[config.mk]
export PLATFORM = sky130hd
export DESIGN_NAME = ram_cache_mc
export DESIGN_NICKNAME = d
export VERILOG_FILES = /design/src/rtl/ram_cache_pkg.sv /design/src/rtl/ram_bank_dec.sv /design/src/rtl/ram_cache_mc.sv
export SDC_FILE = /design/constraint.sdc
export NUM_CORES = 1
export LEC_CHECK = 0
export BUFFER_PORTS_ARGS = -buffer_cell sky130_fd_sc_hd__buf_2
export CORE_ASPECT_RATIO = 0.7
export CORE_UTILIZATION = 30
export CTS_BUF_LIST = sky130_fd_sc_hd__clkbuf_4
export CTS_CLUSTER_SIZE = 16
export DETAILED_ROUTE_END_ITERATION = 12
export PLACE_DENSITY = 0.61
export SLEW_MARGIN = 30
export SYNTH_ARGS = -nofsm -noshare
export SYNTH_HDL_FRONTEND = slang
export SYNTH_HIERARCHICAL = 1
export SYNTH_SLANG_ARGS = --single-unit
export TNS_END_PERCENT = 20
[constraint.sdc]
create_clock -name clk -period 2.8 [get_ports clk]
set_input_delay 0.56 -clock clk [delete_from_list [all_inputs] [get_ports clk]]
set_output_delay 0.56 -clock clk [all_outputs]
set_load 0.005 [all_outputs]
[src/rtl/ram_cache_pkg.sv]
// ram_cache_pkg: shared state encoding and default sizing
// for the USB3-to-RAM burst cache.
package ram_cache_pkg;

  typedef enum logic [1:0] {
    ST_IDLE,
    ST_ARMED,
    ST_BURST,
    ST_CLOSE
  } state_e;

  localparam int         DEF_DATA_W    = 32;
  localparam int         DEF_NUM_RAM   = 16;
  localparam int         DEF_BURST_LEN = 256;
  localparam logic [3:0] DEF_RD_CODE   = 4'd6;

endpackage

[src/rtl/ram_bank_dec.sv]
// ram_bank_dec: bank index to one-hot write enable,
// all-zero when en_i is low.
module ram_bank_dec #(
  parameter  int NUM_RAM = 16,
  localparam int SEL_W   = $clog2(NUM_RAM)
) (
  input  logic [SEL_W-1:0]   bank_sel_i,
  input  logic               en_i,
  output logic [NUM_RAM-1:0] onehot_o
);

  always_comb begin
    onehot_o = '0;
    for (int i = 0; i < NUM_RAM; i++) begin
      if (en_i && bank_sel_i == SEL_W'(i)) begin
        onehot_o[i] = 1'b1;
      end
    end
  end

endmodule

[src/rtl/ram_cache_mc.sv]
// ram_cache_mc: streams USB3 FIFO words into rotating RAM banks.
// Define RAM_CACHE_MC_STATS_EN for burst_cnt/short_cnt outputs.
module ram_cache_mc
  import ram_cache_pkg::*;
#(
  parameter  int         DATA_W    = DEF_DATA_W,
  parameter  int         NUM_RAM   = DEF_NUM_RAM,
  parameter  int         BURST_LEN = DEF_BURST_LEN,
  parameter  logic [3:0] RD_CODE   = DEF_RD_CODE,
  parameter  int         ADDR_W    = $clog2(BURST_LEN),
  localparam int         SEL_W     = $clog2(NUM_RAM)
) (
  input  logic               clk,
  input  logic               rst,
  input  logic [DATA_W-1:0]  data,
  input  logic [3:0]         usb_rd_state,
  input  logic               USB3_FLAGA,
  output logic [DATA_W-1:0]  q,
  output logic [ADDR_W-1:0]  wraddr,
  output logic [NUM_RAM-1:0] wren_for_ram,
  output logic [SEL_W-1:0]   bank_sel,
`ifdef RAM_CACHE_MC_STATS_EN
  output logic [15:0]        burst_cnt,
  output logic [15:0]        short_cnt,
`endif
  output logic               burst_done,
  output logic               short_burst,
  output logic               busy
);

  localparam logic [ADDR_W-1:0] LAST_IDX  = ADDR_W'(BURST_LEN - 1);
  localparam logic [SEL_W-1:0]  LAST_BANK = SEL_W'(NUM_RAM - 1);

  state_e              state_q;
  logic [ADDR_W-1:0]   idx_q;
  logic [DATA_W-1:0]   q_q;
  logic [ADDR_W-1:0]   wraddr_q;
  logic [NUM_RAM-1:0]  wren_q;
  logic [SEL_W-1:0]    bank_q;
  logic                done_q;
  logic                short_q;
  logic                busy_q;

  logic                rd_hit;
  logic                accept;
  logic                last;
  logic [ADDR_W-1:0]   idx_cur;
  logic [NUM_RAM-1:0]  bank_oh;

  // ARMED accepts the burst's first word, so its index is always 0
  always_comb begin
    rd_hit  = usb_rd_state == RD_CODE;
    idx_cur = (state_q == ST_ARMED) ? '0 : idx_q;
    accept  = rd_hit &&
              (state_q == ST_ARMED || state_q == ST_BURST);
    last    = accept && idx_cur == LAST_IDX;
  end

  ram_bank_dec #(
    .NUM_RAM (NUM_RAM)
  ) u_dec (
    .bank_sel_i (bank_q),
    .en_i       (1'b1),
    .onehot_o   (bank_oh)
  );

  always_ff @(posedge clk) begin
    if (rst) begin
      state_q  <= ST_IDLE;
      idx_q    <= '0;
      q_q      <= '0;
      wraddr_q <= '0;
      wren_q   <= '0;
      bank_q   <= '0;
      done_q   <= 1'b0;
      short_q  <= 1'b0;
      busy_q   <= 1'b0;
    end else begin
      wren_q  <= '0;
      done_q  <= 1'b0;
      short_q <= 1'b0;
      if (accept) begin
        q_q      <= data;
        wraddr_q <= idx_cur;
        wren_q   <= bank_oh;
        idx_q    <= idx_cur + ADDR_W'(1);
      end
      unique case (state_q)
        ST_IDLE: begin
          if (USB3_FLAGA) state_q <= ST_ARMED;
        end
        ST_ARMED, ST_BURST: begin
          if (last) begin
            state_q <= ST_CLOSE;
            done_q  <= 1'b1;
            busy_q  <= 1'b0;
            bank_q  <= (bank_q == LAST_BANK) ?
                       '0 : bank_q + SEL_W'(1);
          end else if (state_q == ST_BURST && !USB3_FLAGA) begin
            state_q <= ST_CLOSE;
            short_q <= 1'b1;
            busy_q  <= 1'b0;
          end else if (accept) begin
            state_q <= ST_BURST;
            busy_q  <= 1'b1;
          end else if (!USB3_FLAGA) begin
            state_q <= ST_IDLE;
          end
        end
        ST_CLOSE: begin
          state_q <= ST_IDLE;
        end
      endcase
    end
  end

`ifdef RAM_CACHE_MC_STATS_EN
  logic [15:0] bcnt_q;
  logic [15:0] scnt_q;

  always_ff @(posedge clk) begin
    if (rst) begin
      bcnt_q <= '0;
      scnt_q <= '0;
    end else begin
      if (done_q && bcnt_q != 16'hFFFF) bcnt_q <= bcnt_q + 16'd1;
      if (short_q && scnt_q != 16'hFFFF) scnt_q <= scnt_q + 16'd1;
    end
  end

  assign burst_cnt = bcnt_q;
  assign short_cnt = scnt_q;
`endif

  assign q            = q_q;
  assign wraddr       = wraddr_q;
  assign wren_for_ram = wren_q;
  assign bank_sel     = bank_q;
  assign burst_done   = done_q;
  assign short_burst  = short_q;
  assign busy         = busy_q;

endmodule

# Word-level counts from Yosys, hierarchy flattened
# Cells that the tools add are included.
dict set report word_totals {
  ff_bits 73
  elab_cells 79
}
dict set report op_classes {
  n_addsub 2
  n_eq_ne 22
  mux 29
  bitwise 2
  n_reduce_logical 15
}
# op n
set op_table {}
lappend op_table {{$eq 4x4->1 const B} 8}
lappend op_table {{$mux 1} 21}
lappend op_table {{$eq 4x3->1 const B} 5}
lappend op_table {{$mux 2} 5}
lappend op_table {{$add 8x1->8 const B} 1}
lappend op_table {{$eq 4x2->1 const B} 2}
lappend op_table {{$eq 8x8->1 const B} 1}
lappend op_table {{$mux 8} 1}
lappend op_table {{$pmux 2 s3} 1}
lappend op_table {{$reduce_and 2->1} 3}
lappend op_table {{$reduce_or 2->1} 3}
lappend op_table {{$ne 5x5->1 const B} 1}
lappend op_table {{$add 4x1->4 const B} 1}
lappend op_table {{$eq 2x2->1 const B} 2}
lappend op_table {{$eq 4x1->1 const B} 1}
lappend op_table {{$logic_not 4->1} 1}
lappend op_table {{$mux 4} 1}
lappend op_table {{$logic_and 1x1->1} 3}
lappend op_table {{$reduce_bool 3->1} 1}
lappend op_table {{$reduce_or 3->1} 1}
lappend op_table {{$eq 2x1->1 const B} 1}
lappend op_table {{$logic_not 2->1} 1}
lappend op_table {{$ne 2x2->1 const B} 1}
lappend op_table {{$not 1->1} 2}
lappend op_table {{other kinds (2)} 2}

# Logic depth before layout (Yosys ltp)
dict set report logic_depth {
  word_depth 7
  depth_mapped 10
  depth_no_buf 8
}

# Hierarchy
# Netlist, hierarchy kept.
# module n_inst cells_each area_each_um2 seq_area_each_um2
set by_module_without_submodules {}
lappend by_module_without_submodules {ram_cache_mc 1 323 2795.2 1461.4}
lappend by_module_without_submodules {ram_bank_dec 1 23 117.6 0.0}

# Worst setup path before layout
# No wires, ideal clock.
dict set report synth_path {
  kind {reg2reg}
  startpoint {register state_q[1]}
  endpoint {register bank_q[3], in the netlist bank_sel[3]}
  setup_time_ps 91
  t_arrival_ps 2250
  setup_slack_ps 459
  stages_incl_launch_ff 11
  path_buffers 2
  path_cell_list {dfxtp_1 inv_1 ha_1 buf_6 clkbuf_1 nor2b_1 ha_1 nand4_1 nor4_4 a41oi_1 a311oi_1}
}
dict set report synth_between {
  elab_chain_cells 5
}
# element line_no
set synth_lines {}
lappend synth_lines {{from (decl)} ram_cache_mc.sv:34} ;# state_e state_q;
lappend synth_lines {{from (signal assigned)} ram_cache_mc.sv:69} ;# state_q <= ST_IDLE;
lappend synth_lines {{from (signal assigned)} ram_cache_mc.sv:90} ;# if (USB3_FLAGA) state_q <= ST_ARMED;
lappend synth_lines {{from (signal assigned)} ram_cache_mc.sv:94} ;# state_q <= ST_CLOSE;
lappend synth_lines {{$eq 2x1->1} ram_cache_mc.sv:53} ;# idx_cur = (state_q == ST_ARMED) ? '0 : idx_q;
lappend synth_lines {{$mux 8} ram_cache_mc.sv:53}
lappend synth_lines {{via idx_cur[1]} ram_cache_mc.sv:47} ;# logic [ADDR_W-1:0] idx_cur;
lappend synth_lines {{$eq 8x8->1} ram_cache_mc.sv:56} ;# last = accept && idx_cur == LAST_IDX;
lappend synth_lines {{$logic_and 1x1->1} ram_cache_mc.sv:56}
lappend synth_lines {{$reduce_and 2->1 (no line)} -}
lappend synth_lines {{to (signal assigned)} ram_cache_mc.sv:97} ;# bank_q <= (bank_q == LAST_BANK) ?
lappend synth_lines {{to (decl)} ram_cache_mc.sv:39} ;# logic [SEL_W-1:0] bank_q;
# The timed path passes the listed nets, and every way through them passes these cells.
# A chain may end at the register's enable or synchronous reset.

# Worst setup path after layout
# Ends and elaborated chain as after synthesis.

==> results_dict.tcl <==
set metrics [dict create \
    status "completed" \
    finalWirelength_um 6980 \
    async_flop_share 0 \
    netlist_top_cells_area "dfxtp_1 50%, nand2_1 11%, a21oi_1 7.9%" \
    cts_resized 0 \
    instances_no_fill 576 \
    vias 2683 \
    hpwl_um 4890 \
    switching_power_mw 0.569 \
    max-cap-violations 0 \
    start_util 0.315 \
    hp-start "data[21]" \
    drive_gt1_frac 0.285 \
    seq_area_um2 1460 \
    rrSetupSlack_ps 310 \
    grt_max_degree 43 \
    die_x_um 120 \
    numPlacedInstances 560 \
    dp_slack_ps 355 \
    core_area_um2 9250 \
    nFillCells 980 \
    cts_tree "built" \
    p_int_mw 1.61 \
    grt_overflow 0 \
    clock_skew_ps 17.6 \
    maxSlewHeadroom 0.484 \
    synth.top_cell.area_share 0.502 \
    ios 102 \
    reg2reg_depth 8 \
    post_cts_buffers 0 \
    report.final.slew_viol_count 0 \
    die-area_um2 10100 \
    place_area_um2 3560 \
    setup_viol 0 \
    crit_type "reg -> reg" \
    drcViolationCount 0 \
    worstPathRequired_ps 3150 \
    yosysMostFrequentCell "nand2_1" \
    synthTopCellsByCount "83 x nand2_1, 73 x dfxtp_1, 46 x a21oi_1" \
    critPathMaxFanout 7 \
    insertion_delay_ps 430 \
    r2r_start "state_q[1]" \
    nets 492 \
    min_period_over_period 0.891 \
    worstHoldPathCells 3 \
    hp-class "in -> reg" \
    worstMarginPinSlew_ps 775 \
    grt.total_usage 0.143 \
    power.density_nw_per_um2 583 \
    cp-start-kind "flop" \
    multi_input_comb_area_um2 1360 \
    leakage_nw 1.58 \
    cp-end-kind "flop" \
    cts_buffer_depth 2 \
    viasPerCell 4.66 \
    num_antenna_cells 0 \
    synthesis.instances 346 \
    synth_edf_count 0 \
    clkTransAtPathRegs_ps 130 \
    syn_to_final_growth_pct 28.5 \
    gp_congestion 0.770 \
    rsz0062_at_grt "false" \
    fmax_mhz 401 \
    avgRoutedWirePerCell_um 12.1 \
    hold_path_end "q[21]" \
    finalSetupTns_ps 0 \
    num_rows 29 \
    port_buffers 101 \
    ant_nets 0 \
    power_frac_clock 0.385 \
    startpoint "state_q[1]" \
    die_h_um 84.4 \
    drt_iter0_markers 194 \
    design_area_um2 3740 \
    combPwrFrac 0.120 \
    cts_hold_buf 0 \
    swShare 0.261 \
    fin_crit_ps 2490 \
    grt_pass1_wl_um 11400 \
    yosysWarnings 6 \
    synth-seq-cells 73 \
    setup_ws_ps 306 \
    avgSynthCellArea_um2 8.42 \
    drtPass1Iterations 4 \
    r2r-end "bank_sel[3]" \
    clkSinkCount 73 \
    grt_pass1_vias 2448 \
    synth_largest_area_cell "dfxtp_1" \
    root_buffer "clkbuf_4" \
    max-vdd-ir-drop_v 0.000343 \
    seq_area_frac_synth 0.502 \
    dominantRegCellSynth "dfxtp_1" \
    grt_antenna_before_repair 0 \
    cts_buffers 9 \
    power_mw 2.18 \
    synth_cell_types 41 \
    p_seq_frac 0.495 \
    worstPathArrival_ps 2850 \
    h-tree-depth 3 \
    hold_viol_final 0 \
    netlist_area_um2 2910 \
]
-- registers in the layout, summed over array words and instances (netlist names) --
register and cells:
q 32, wren_for_ram 16, idx_q 8, wraddr 8, bank_sel 4, state_q 2
burst_done 1, busy 1, short_burst 1
-- cell usage in the layout, fill, tap and decap left out, types with 2 or more instances in the layout --
master     count
buf_2        101
nand2_1       82
dfxtp_1       73
a21oi_1       46
nor2_1        27
and2_1        17
clkbuf_4       9
nand3b_1       8
nor2b_1        6
ha_1           6
inv_1          5
a31oi_1        5
buf_4          5
nand4_1        4
nand2b_1       4
nand3_1        4
conb_1         4
mux2i_1        3
o21ai_0        3
a22oi_1        3
or4_1          3
o31ai_1        3
bufinv_16      3
nor3_1         3
nor3b_1        2
o41a_1         2
a211oi_1       2
clkinv_4       2
-- stage by stage --
stage | util | hold slack (ps)
6_report | 0.405 | 352
5_1_grt | 0.405 | 311
4_1_cts | 0.405 | 315
3_5_place_dp | 0.384 | 443
3_3_place_gp | 0.384 | 438
2_1_floorplan | - | 448
-- worst max path at each step --
stage	end	cells past startpoint
after floorplan	bank_sel[3]	10
after CTS	bank_sel[3]	8
after detailed placement	bank_sel[3]	8
after global placement	bank_sel[3]	8
after global routing	bank_sel[3]	8
final	bank_sel[3]	8
-- power groups by stage --
| stage | clock network [mW] | logic (mW) | registers [mW] |
|---|---|---|---|
| final | 0.841 | 0.262 | 1.08 |
| after global routing | 0.923 | 0.297 | 1.08 |
| after CTS | 0.872 | 0.261 | 1.08 |
| after detailed placement | 0 | 0.260 | 1.10 |
| after global placement | 0 | 0.259 | 1.10 |
| after floorplan | 0 | 0.175 | 1.10 |
-- logic make-up after synthesis --
logic type,after synthesis,share of synthesized area
compound gates,68,0.136
fa+ha+maj,6,0.0258
buf+inv,25,0.0382
flops,73,0.502
mux,4,0.0142
other cells,1,0.00129
simple gates,169,0.283
-- critical path: stages (launching register included) --
cell and delay, ps:
dfxtp_1 410, inv_1 80, ha_1 220, nor2b_1 240, ha_1 340, nand4_1 230, nor4_4 470, a41oi_1 170
a311oi_1 260
-- final cells by class --
type | count | area share
clock buffer | 9 | 0.0180
clock inverter | 7 | 0.0318
inverter | 5 | 0.00501
multi-input combinational | 251 | 0.363
sequential | 73 | 0.390
tap | 124 | 0.0414
timing repair buffer | 107 | 0.150
-- layer usage --
| layer | wire length [um] | share of wire | track usage |
|---|---|---|---|
| met3 | 532 | 0.076 | 0.0639 |
| met2 | 2880 | 0.41 | 0.207 |
| met4 | 68 | 0.0097 | 0.0466 |
| met5 | 0 | 0 | 0 |
| met1 | 3510 | 0.50 | 0.189 |
No activity file was read; power rests on OpenSTA's default activity.
